--- config.mk ---
export PLATFORM = sky130hd
export DESIGN_NAME = ahb_lite_master_arbiter_flat
export DESIGN_NICKNAME = d
export VERILOG_FILES = /design/src/rtl/ahb_lite_master_arbiter_if.sv /design/src/rtl/ahb_lite_master_arbiter.sv /design/src/flat_wrapper.sv
export SDC_FILE = /design/constraint.sdc
export NUM_CORES = 1
export LEC_CHECK = 0
export ABC_AREA = 1
export ABC_CLOCK_PERIOD_IN_PS = 14900
export CORE_MARGIN = 3
export CORE_UTILIZATION = 36
export CTS_BUF_LIST = sky130_fd_sc_hd__clkbuf_16
export CTS_CLUSTER_SIZE = 12
export DETAILED_ROUTE_END_ITERATION = 8
export PLACE_DENSITY = 0.83
export SLEW_MARGIN = 20
export SYNTH_ARGS = -nofsm -noshare
export SYNTH_HDL_FRONTEND = slang
export SYNTH_SLANG_ARGS = --single-unit
--- constraint.sdc ---
create_clock -name HCLK -period 14.9 [get_ports HCLK]
set_input_delay 4.47 -clock HCLK [delete_from_list [all_inputs] [get_ports HCLK]]
set_output_delay 4.47 -clock HCLK [all_outputs]
set_load 0.01 [all_outputs]
--- src/rtl/ahb_lite_master_arbiter_if.sv ---
// Bundle of the requester-side command/response signals and the AHB-Lite
// master bus for the two-requester AHB-Lite master arbiter.
//
// Ports (grouped by role):
//   reqN_valid/ready/write/addr/size/wdata : command channel per requester (N=0,1)
//   rspN_valid/error, rsp_rdata             : completion channel (rdata shared)
//   HADDR/HTRANS/HWRITE/HSIZE/HBURST/HWDATA : AHB-Lite master outputs
//   HRDATA/HREADY/HRESP                     : AHB-Lite master inputs
//
// Modports:
//   master : the arbiter itself (drives the bus, answers the requesters)
//   slave  : the environment around it (requesters plus the AHB slave)
interface ahb_lite_master_arbiter_if #(
    parameter int ADDRWIDTH = 32,
    parameter int DATAWIDTH = 32
);
    logic                 req0_valid;
    logic                 req0_ready;
    logic                 req0_write;
    logic [ADDRWIDTH-1:0] req0_addr;
    logic [2:0]           req0_size;
    logic [DATAWIDTH-1:0] req0_wdata;

    logic                 req1_valid;
    logic                 req1_ready;
    logic                 req1_write;
    logic [ADDRWIDTH-1:0] req1_addr;
    logic [2:0]           req1_size;
    logic [DATAWIDTH-1:0] req1_wdata;

    logic                 rsp0_valid;
    logic                 rsp0_error;
    logic                 rsp1_valid;
    logic                 rsp1_error;
    logic [DATAWIDTH-1:0] rsp_rdata;

    logic [ADDRWIDTH-1:0] HADDR;
    logic [1:0]           HTRANS;
    logic                 HWRITE;
    logic [2:0]           HSIZE;
    logic [2:0]           HBURST;
    logic [DATAWIDTH-1:0] HWDATA;
    logic [DATAWIDTH-1:0] HRDATA;
    logic                 HREADY;
    logic                 HRESP;

    modport master (
        input  req0_valid, req0_write, req0_addr, req0_size, req0_wdata,
        input  req1_valid, req1_write, req1_addr, req1_size, req1_wdata,
        output req0_ready, req1_ready,
        output rsp0_valid, rsp0_error, rsp1_valid, rsp1_error, rsp_rdata,
        output HADDR, HTRANS, HWRITE, HSIZE, HBURST, HWDATA,
        input  HRDATA, HREADY, HRESP
    );

    modport slave (
        output req0_valid, req0_write, req0_addr, req0_size, req0_wdata,
        output req1_valid, req1_write, req1_addr, req1_size, req1_wdata,
        input  req0_ready, req1_ready,
        input  rsp0_valid, rsp0_error, rsp1_valid, rsp1_error, rsp_rdata,
        input  HADDR, HTRANS, HWRITE, HSIZE, HBURST, HWDATA,
        output HRDATA, HREADY, HRESP
    );
endinterface

--- src/rtl/ahb_lite_master_arbiter.sv ---
// Two-requester AHB-Lite master with round-robin arbitration. Each accepted
// command becomes one SINGLE, non-overlapped transfer (IDLE -> ADDR -> DATA
// -> RESP) and a one-cycle completion pulse back to its requester.
//
// Ports:
//   HCLK   : system clock, rising edge
//   HRESET : asynchronous, active-high reset
//   bus    : ahb_lite_master_arbiter_if.master (requester channels + AHB bus)
module ahb_lite_master_arbiter #(
    parameter int ADDRWIDTH = 32,
    parameter int DATAWIDTH = 32,
    parameter int TIMEOUT   = 16
) (
    input  logic                      HCLK,
    input  logic                      HRESET,
    ahb_lite_master_arbiter_if.master bus
);
    localparam int CW = $clog2(TIMEOUT + 1);
    localparam logic [CW-1:0] WAIT_LAST = CW'(TIMEOUT - 1);
    localparam logic [1:0] HTRANS_IDLE   = 2'b00;
    localparam logic [1:0] HTRANS_NONSEQ = 2'b10;

    typedef enum logic [1:0] {S_IDLE, S_ADDR, S_DATA, S_RESP} state_t;

    state_t               state_q, state_d;
    logic                 last_q, last_d;   // requester granted most recently / in flight
    logic                 write_q, write_d;
    logic [ADDRWIDTH-1:0] addr_q, addr_d;
    logic [2:0]           size_q, size_d;
    logic [DATAWIDTH-1:0] wdata_q, wdata_d;
    logic [DATAWIDTH-1:0] rdata_q, rdata_d;
    logic                 bad_q, bad_d;     // command rejected without a bus transfer
    logic                 err_q, err_d;
    logic [CW-1:0]        cnt_q, cnt_d;

    logic                 any_valid;
    logic                 grant;
    logic                 sel_write;
    logic [ADDRWIDTH-1:0] sel_addr;
    logic [2:0]           sel_size;
    logic [DATAWIDTH-1:0] sel_wdata;
    logic                 sel_bad;

    // Round robin: on a tie the requester not granted last wins.
    always_comb begin
        any_valid = bus.req0_valid | bus.req1_valid;
        if (bus.req0_valid && bus.req1_valid) begin
            grant = ~last_q;
        end else begin
            grant = bus.req1_valid;
        end
        sel_write = grant ? bus.req1_write : bus.req0_write;
        sel_addr  = grant ? bus.req1_addr  : bus.req0_addr;
        sel_size  = grant ? bus.req1_size  : bus.req0_size;
        sel_wdata = grant ? bus.req1_wdata : bus.req0_wdata;
        sel_bad   = (sel_size > 3'd2)
                 || ((sel_size == 3'd1) && sel_addr[0])
                 || ((sel_size == 3'd2) && (sel_addr[1:0] != 2'b00));
    end

    always_comb begin
        state_d = state_q;
        last_d  = last_q;
        write_d = write_q;
        addr_d  = addr_q;
        size_d  = size_q;
        wdata_d = wdata_q;
        rdata_d = rdata_q;
        bad_d   = bad_q;
        err_d   = err_q;
        cnt_d   = cnt_q;

        bus.req0_ready = 1'b0;
        bus.req1_ready = 1'b0;
        bus.rsp0_valid = 1'b0;
        bus.rsp1_valid = 1'b0;
        bus.rsp0_error = 1'b0;
        bus.rsp1_error = 1'b0;
        bus.rsp_rdata  = '0;
        bus.HADDR      = '0;
        bus.HTRANS     = HTRANS_IDLE;
        bus.HWRITE     = 1'b0;
        bus.HSIZE      = 3'b000;
        bus.HBURST     = 3'b000;
        bus.HWDATA     = '0;

        case (state_q)
            S_IDLE: begin
                // Ready is suppressed while reset is asserted so no output
                // toggles during reset.
                if (any_valid && !HRESET) begin
                    bus.req0_ready = ~grant;
                    bus.req1_ready = grant;
                    last_d  = grant;
                    write_d = sel_write;
                    addr_d  = sel_addr;
                    size_d  = sel_size;
                    wdata_d = sel_wdata;
                    bad_d   = sel_bad;
                    state_d = S_ADDR;
                end
            end
            S_ADDR: begin
                if (bad_q) begin
                    // Illegal size/alignment: pass through without a NONSEQ.
                    err_d   = 1'b1;
                    rdata_d = '0;
                    state_d = S_RESP;
                end else begin
                    bus.HTRANS = HTRANS_NONSEQ;
                    bus.HADDR  = addr_q;
                    bus.HWRITE = write_q;
                    bus.HSIZE  = size_q;
                    if (bus.HREADY) begin
                        cnt_d   = '0;
                        state_d = S_DATA;
                    end
                end
            end
            S_DATA: begin
                bus.HADDR  = addr_q;
                bus.HWRITE = write_q;
                bus.HSIZE  = size_q;
                bus.HWDATA = wdata_q;
                if (bus.HREADY) begin
                    rdata_d = write_q ? '0 : bus.HRDATA;
                    err_d   = bus.HRESP;
                    state_d = S_RESP;
                end else begin
                    // The first ERROR cycle (HRESP=1, HREADY=0) is an ordinary
                    // wait here; completion comes with the next HREADY=1.
                    cnt_d = cnt_q + 1'b1;
                    if (cnt_q == WAIT_LAST) begin
                        err_d   = 1'b1;
                        rdata_d = '0;
                        state_d = S_RESP;
                    end
                end
            end
            S_RESP: begin
                bus.rsp0_valid = ~last_q;
                bus.rsp1_valid = last_q;
                bus.rsp0_error = ~last_q & err_q;
                bus.rsp1_error = last_q & err_q;
                bus.rsp_rdata  = rdata_q;
                state_d        = S_IDLE;
            end
            default: state_d = S_IDLE;
        endcase
    end

    always_ff @(posedge HCLK or posedge HRESET) begin
        if (HRESET) begin
            state_q <= S_IDLE;
            last_q  <= 1'b1;
            write_q <= 1'b0;
            addr_q  <= '0;
            size_q  <= 3'b000;
            wdata_q <= '0;
            rdata_q <= '0;
            bad_q   <= 1'b0;
            err_q   <= 1'b0;
            cnt_q   <= '0;
        end else begin
            state_q <= state_d;
            last_q  <= last_d;
            write_q <= write_d;
            addr_q  <= addr_d;
            size_q  <= size_d;
            wdata_q <= wdata_d;
            rdata_q <= rdata_d;
            bad_q   <= bad_d;
            err_q   <= err_d;
            cnt_q   <= cnt_d;
        end
    end
endmodule

--- src/flat_wrapper.sv ---
// flat-port wrapper written by rule: the top's interface ports become plain ports
module ahb_lite_master_arbiter_flat 
#(
    parameter int ADDRWIDTH = 32,
    parameter int DATAWIDTH = 32,
    parameter int TIMEOUT   = 16
)
  (HCLK, HRESET, bus_req0_valid, bus_req0_write, bus_req0_addr, bus_req0_size, bus_req0_wdata, bus_req1_valid, bus_req1_write, bus_req1_addr, bus_req1_size, bus_req1_wdata, bus_req0_ready, bus_req1_ready, bus_rsp0_valid, bus_rsp0_error, bus_rsp1_valid, bus_rsp1_error, bus_rsp_rdata, bus_HADDR, bus_HTRANS, bus_HWRITE, bus_HSIZE, bus_HBURST, bus_HWDATA, bus_HRDATA, bus_HREADY, bus_HRESP);
  ahb_lite_master_arbiter_if #(.ADDRWIDTH(ADDRWIDTH), .DATAWIDTH(DATAWIDTH)) bus_i ();
  input  logic HCLK;
  input  logic HRESET;
  input wire logic [$bits(bus_i.req0_valid)-1:0] bus_req0_valid;
  input wire logic [$bits(bus_i.req0_write)-1:0] bus_req0_write;
  input wire logic [$bits(bus_i.req0_addr)-1:0] bus_req0_addr;
  input wire logic [$bits(bus_i.req0_size)-1:0] bus_req0_size;
  input wire logic [$bits(bus_i.req0_wdata)-1:0] bus_req0_wdata;
  input wire logic [$bits(bus_i.req1_valid)-1:0] bus_req1_valid;
  input wire logic [$bits(bus_i.req1_write)-1:0] bus_req1_write;
  input wire logic [$bits(bus_i.req1_addr)-1:0] bus_req1_addr;
  input wire logic [$bits(bus_i.req1_size)-1:0] bus_req1_size;
  input wire logic [$bits(bus_i.req1_wdata)-1:0] bus_req1_wdata;
  output wire logic [$bits(bus_i.req0_ready)-1:0] bus_req0_ready;
  output wire logic [$bits(bus_i.req1_ready)-1:0] bus_req1_ready;
  output wire logic [$bits(bus_i.rsp0_valid)-1:0] bus_rsp0_valid;
  output wire logic [$bits(bus_i.rsp0_error)-1:0] bus_rsp0_error;
  output wire logic [$bits(bus_i.rsp1_valid)-1:0] bus_rsp1_valid;
  output wire logic [$bits(bus_i.rsp1_error)-1:0] bus_rsp1_error;
  output wire logic [$bits(bus_i.rsp_rdata)-1:0] bus_rsp_rdata;
  output wire logic [$bits(bus_i.HADDR)-1:0] bus_HADDR;
  output wire logic [$bits(bus_i.HTRANS)-1:0] bus_HTRANS;
  output wire logic [$bits(bus_i.HWRITE)-1:0] bus_HWRITE;
  output wire logic [$bits(bus_i.HSIZE)-1:0] bus_HSIZE;
  output wire logic [$bits(bus_i.HBURST)-1:0] bus_HBURST;
  output wire logic [$bits(bus_i.HWDATA)-1:0] bus_HWDATA;
  input wire logic [$bits(bus_i.HRDATA)-1:0] bus_HRDATA;
  input wire logic [$bits(bus_i.HREADY)-1:0] bus_HREADY;
  input wire logic [$bits(bus_i.HRESP)-1:0] bus_HRESP;
  assign bus_i.req0_valid = bus_req0_valid;
  assign bus_i.req0_write = bus_req0_write;
  assign bus_i.req0_addr = bus_req0_addr;
  assign bus_i.req0_size = bus_req0_size;
  assign bus_i.req0_wdata = bus_req0_wdata;
  assign bus_i.req1_valid = bus_req1_valid;
  assign bus_i.req1_write = bus_req1_write;
  assign bus_i.req1_addr = bus_req1_addr;
  assign bus_i.req1_size = bus_req1_size;
  assign bus_i.req1_wdata = bus_req1_wdata;
  assign bus_req0_ready = bus_i.req0_ready;
  assign bus_req1_ready = bus_i.req1_ready;
  assign bus_rsp0_valid = bus_i.rsp0_valid;
  assign bus_rsp0_error = bus_i.rsp0_error;
  assign bus_rsp1_valid = bus_i.rsp1_valid;
  assign bus_rsp1_error = bus_i.rsp1_error;
  assign bus_rsp_rdata = bus_i.rsp_rdata;
  assign bus_HADDR = bus_i.HADDR;
  assign bus_HTRANS = bus_i.HTRANS;
  assign bus_HWRITE = bus_i.HWRITE;
  assign bus_HSIZE = bus_i.HSIZE;
  assign bus_HBURST = bus_i.HBURST;
  assign bus_HWDATA = bus_i.HWDATA;
  assign bus_i.HRDATA = bus_HRDATA;
  assign bus_i.HREADY = bus_HREADY;
  assign bus_i.HRESP = bus_HRESP;
  ahb_lite_master_arbiter #(.ADDRWIDTH(ADDRWIDTH), .DATAWIDTH(DATAWIDTH), .TIMEOUT(TIMEOUT)) u_core (.HCLK(HCLK), .HRESET(HRESET), .bus(bus_i));
endmodule
==> impl_summary.md <==
Status
The run finished with clean final reports.

Setup path
The peak fanout along the critical path is 69. Setup slack on the worst reg-to-reg path comes out at between 10 and 15 ns. The startpoint identified for the worst register-to-register timing path is u_core.state_q[0]. The most used cell along the critical path is clkdlybuf4s50_1. The path depth of the worst reg2reg path is 11. Data on the critical path is required at its endpoint by 10.43 ns. On the worst path, the slowest cell contributes a delay of 0.62 ns. Traced cell by cell, the critical path runs through clkdlybuf4s50_1 -> inv_4 -> o211ai_4 -> buf_4 -> nor2_4 -> clkdlybuf4s50_1.

The sort of element at the end of the critical path is an output port. The kind of launch point of the worst setup path is an input pin. Counting both buffers and inverters, the worst setup path holds a total of 4. The kind of cell adding the most delay to the critical path is buffers and inverters.

The setup path with the least slack is of type input pin to output port. In this run the worst setup path begins at HRESET. The critical path's slowest cell is inv_4. The arrival time at the worst endpoint is about 6.8 ns. The critical register-to-register path endpoint is u_core.rdata_q[10].

Logic synthesis
After synthesis the cells add up to 5660 sq um. After synthesis, flip-flops and latches occupy approximately 50% of the total area. The mux share of post-synthesis cell area is less than 1%. The synthesized netlist contains 28 unique library cells.

The post-synthesis instance total is approximately 750. Of the post-synthesis cell area, the dominant cell type holds ~48%. The synthesized netlist devotes 0.155% of its cell area to XOR and XNOR gates. The synthesized design contains 0 enable-type register cells. In this run, synthesis produced a sequential element count of 110. After synthesis, the most frequently instantiated cells are nand2_1 (257), inv_1 (121), dfrtp_1 (109), nor2_1 (48), o21ai_0 (45). A synthesized cell averages 7.51 sq um. The cell taking the most area after synthesis is dfrtp_1. Summing the areas of all compound-gate instances in the mapped netlist gives between 10% and 20% of the synthesized area. The synthesized-area fraction occupied by adder cells is 1.33%. The simple-gate portion of the synthesized area is roughly a quarter. By area the synthesized netlist is led by dfrtp_1 (48%), nand2_1 (17%), inv_1 (8.0%), a22oi_1 (4.2%), o211ai_1 (4.1%). The largest family of logic cells by synthesized area is simple AND/OR/NAND/NOR gates. Among all cell types in the netlist, the one instantiated most often is nand2_1.

The most used flip-flop cell after synthesis is dfrtp_1. The synthesis warning total is 0. After synthesis, the share of flip-flops with an asynchronous set or reset is 100%.

Min path
The worst hold path begins at u_core.size_q[1]. The path class of the lowest-slack min-delay path is flop to flop. The worst hold endpoint is u_core.size_q[1]. Counting instances, the worst hold path has a depth of 2.

STA
In the finished design, the share of the clock period the worst path needs comes to approximately 75%. The timing-limited maximum frequency is approximately 90 MHz. Setup violations remaining at the end of the flow were counted as 0. The number of hold violations in the final report is 0. In this run the tightest slew margin relative to its limit is 31.8%. At the pin with the least slew margin, the transition time is just over 1 ns.

The time the final worst path needs with I/O delays and setup is about 11 ns. Setup total negative slack on the finished layout was measured at 0 ns. Clock skew on the completed layout was measured at ~0.0077 ns. The number of max-slew violations in the final report was 0. Setup repair after global routing left no endpoint under its margin.

Place
Summed over all nets, the half-perimeter wirelength after detailed placement is approximately 14 mm. The routability-driven placement congestion ratio is 0.793. The count of buffers added on input and output ports is 280. The instance area at placement is ~8600 sq um. The number of cells in the design after placement is 1208.

Detailed routing
The DRC violation total after the first TritonRoute iteration is slightly below 300. Detailed routing inserted a total of between 5000 and 6000 vias. The mean routed wirelength per cell is between 15 and 20 microns. The routed via count divided by cell count is just under 5.

The first TritonRoute pass finished after 5 iterations. In this run the remaining antenna-violating nets after routing total 0. The post-detailed-routing wire length is about 18 mm. After detailed routing, the number of remaining DRC violations is 0.

Global route
The initial antenna violation count is 2. The first global-routing pass estimated about 30 mm of wire. The total overflow reported by the global router is 0.

Across every metal layer, demand over resource in global routing totals between 20% and 30%. The number of global-route vias before repair is 5897. The largest net degree at the start of global routing is 70.

Clock network
The maximum clock path buffer count is 2. The number of gates resized after CTS was 0. The number of buffers inserted to repair setup after CTS is 0. After clock tree synthesis, the clock-pin slew on the worst setup and hold paths is 0.07 ns. The number of hold buffers added after CTS was 0. CTS built an H-tree with a depth of 3. The CTS tree is done. The clock sink count is 110. TritonCTS created 9 clock buffers. In this run the clock root is driven by a clkbuf_16. For the worst-skew pair, the clock arrives at the later sink with an insertion delay of 0.35 ns.

Layout
Registers take approximately 2800 sq um. The post-route cell area is a little under 9000 sq um. The area of the multi-input gates is 2280 sq um.

The layout overhead on the synthesized area is 57.1%. The net count reported at finish is approximately 1200. The filler cell count is approximately 1400. Once layout is complete, the utilization of the core stands at approximately three fifths.

The fraction of final layout cells sized beyond drive strength 1 is 3.55%. The post-layout instance count excluding filler cells is approximately 1200.

Die
In this run the core area contains 45 standard-cell rows. The core region is 15300 sq um. The effective utilization at floorplan is a little under two fifths. For this design the top-level I/O count stands at 285. The die area is ~17000 sq um. The die is about 130 microns tall.

The overall die width is approximately 130 microns.

Power
Summing internal, switching and leakage power gives approximately 1.4 mW. The analysis attributes to cell leakage a power of between 4 and 5 nW. Across the VDD grid, the largest voltage drop is between 0.08 and 0.09 mV. Power spread over the standard cell area amounts to 155 nW/um^2.

Flow run
Max-cap violations in this run came to 0.
## sequential cells by signal (all words and copies together), names as in the netlist
register and flops:
u_core.rdata_q 32, u_core.err_q 1, u_core.write_q 1, u_core.size_q 3, u_core.wdata_q 32, u_core.cnt_q 5
u_core.bad_q 1, u_core.addr_q 32, u_core.state_q 2, u_core.last_q 1
## logic make-up after synthesis
logic type	after synthesis
DFF	110
AOI/OAI and AO/OA	117
xor gates and xnor gates	1
adders and majority gates	6
other	1
buffers and inverters	169
muxes	1
and+or+nand+nor	348
## worst reg2reg max path, stage by stage (launching register included)
cell and delay [ns]:
dfrtp_1 0.40, inv_1 0.10, ha_1 0.20, buf_4 0.26, inv_1 0.12, nor2_1 0.04
nand2_1 0.07, nand2_1 0.52, nor2_2 0.71, buf_4 0.36, nand3_1 0.13, nand2_1 0.10
## cell usage in the layout (no fill, tap or decap), types with 3 or more instances in the layout
master           instances
clkinv_2                 4
clkbuf_16                9
inv_1                  120
nand2_1                257
dfrtp_1                109
conb_1                   4
a22oi_1                 32
nand3_1                 36
o21ai_0                 45
nor2_1                  45
o211ai_1                31
buf_4                    7
nor2_4                   3
ha_1                     5
clkdlybuf4s50_1        280
a21oi_1                  5
## metal layers
metal	global-route usage [%]	up-vias	routed length, microns
met5	0	-	0
met2	35.8	270	9150
li1	-	2843	-
met4	8.81	0	480
met1	24.5	2764	7170
met3	6.24	30	1650
## worst max-delay path by stage
stage / end / cells past startpoint
2_1_floorplan: bus_req1_ready / 4
3_3_place_gp: bus_req0_ready / 6
3_5_place_dp: bus_req0_ready / 6
4_1_cts: bus_req0_ready / 6
5_1_grt: bus_req1_ready / 6
6_report: bus_req0_ready / 6
## through the flow
stage / setup WS, ns / hold slack [ns]
2_1_floorplan: 2.60 / 0.453
3_3_place_gp: 3.59 / 0.471
4_1_cts: 3.55 / 0.501
6_report: 3.68 / 0.492
3_5_place_dp: 3.56 / 0.484
5_1_grt: 3.46 / 0.526
## where the power goes
group	total [mW]	internal (mW)	leakage [nW]	switching, mW
clock	0.224	0.112	0.133	0.111
sequential	0.487	0.426	1.41	0.0606
combinational	0.670	0.294	2.89	0.376
## area by class of cell
cell class                      instances  area share, %
Timing Repair Buffer                  287           32.1
Sequential cell                       110           31.0
Multi-Input combinational cell        477           25.6
Inverter                              123           5.22
Tap cell                              211           2.97
Clock buffer                            9           2.53
Clock inverter                          7          0.451
Antenna cell                            2         0.0563
Note: power is estimated with default switching activity, not from simulation.
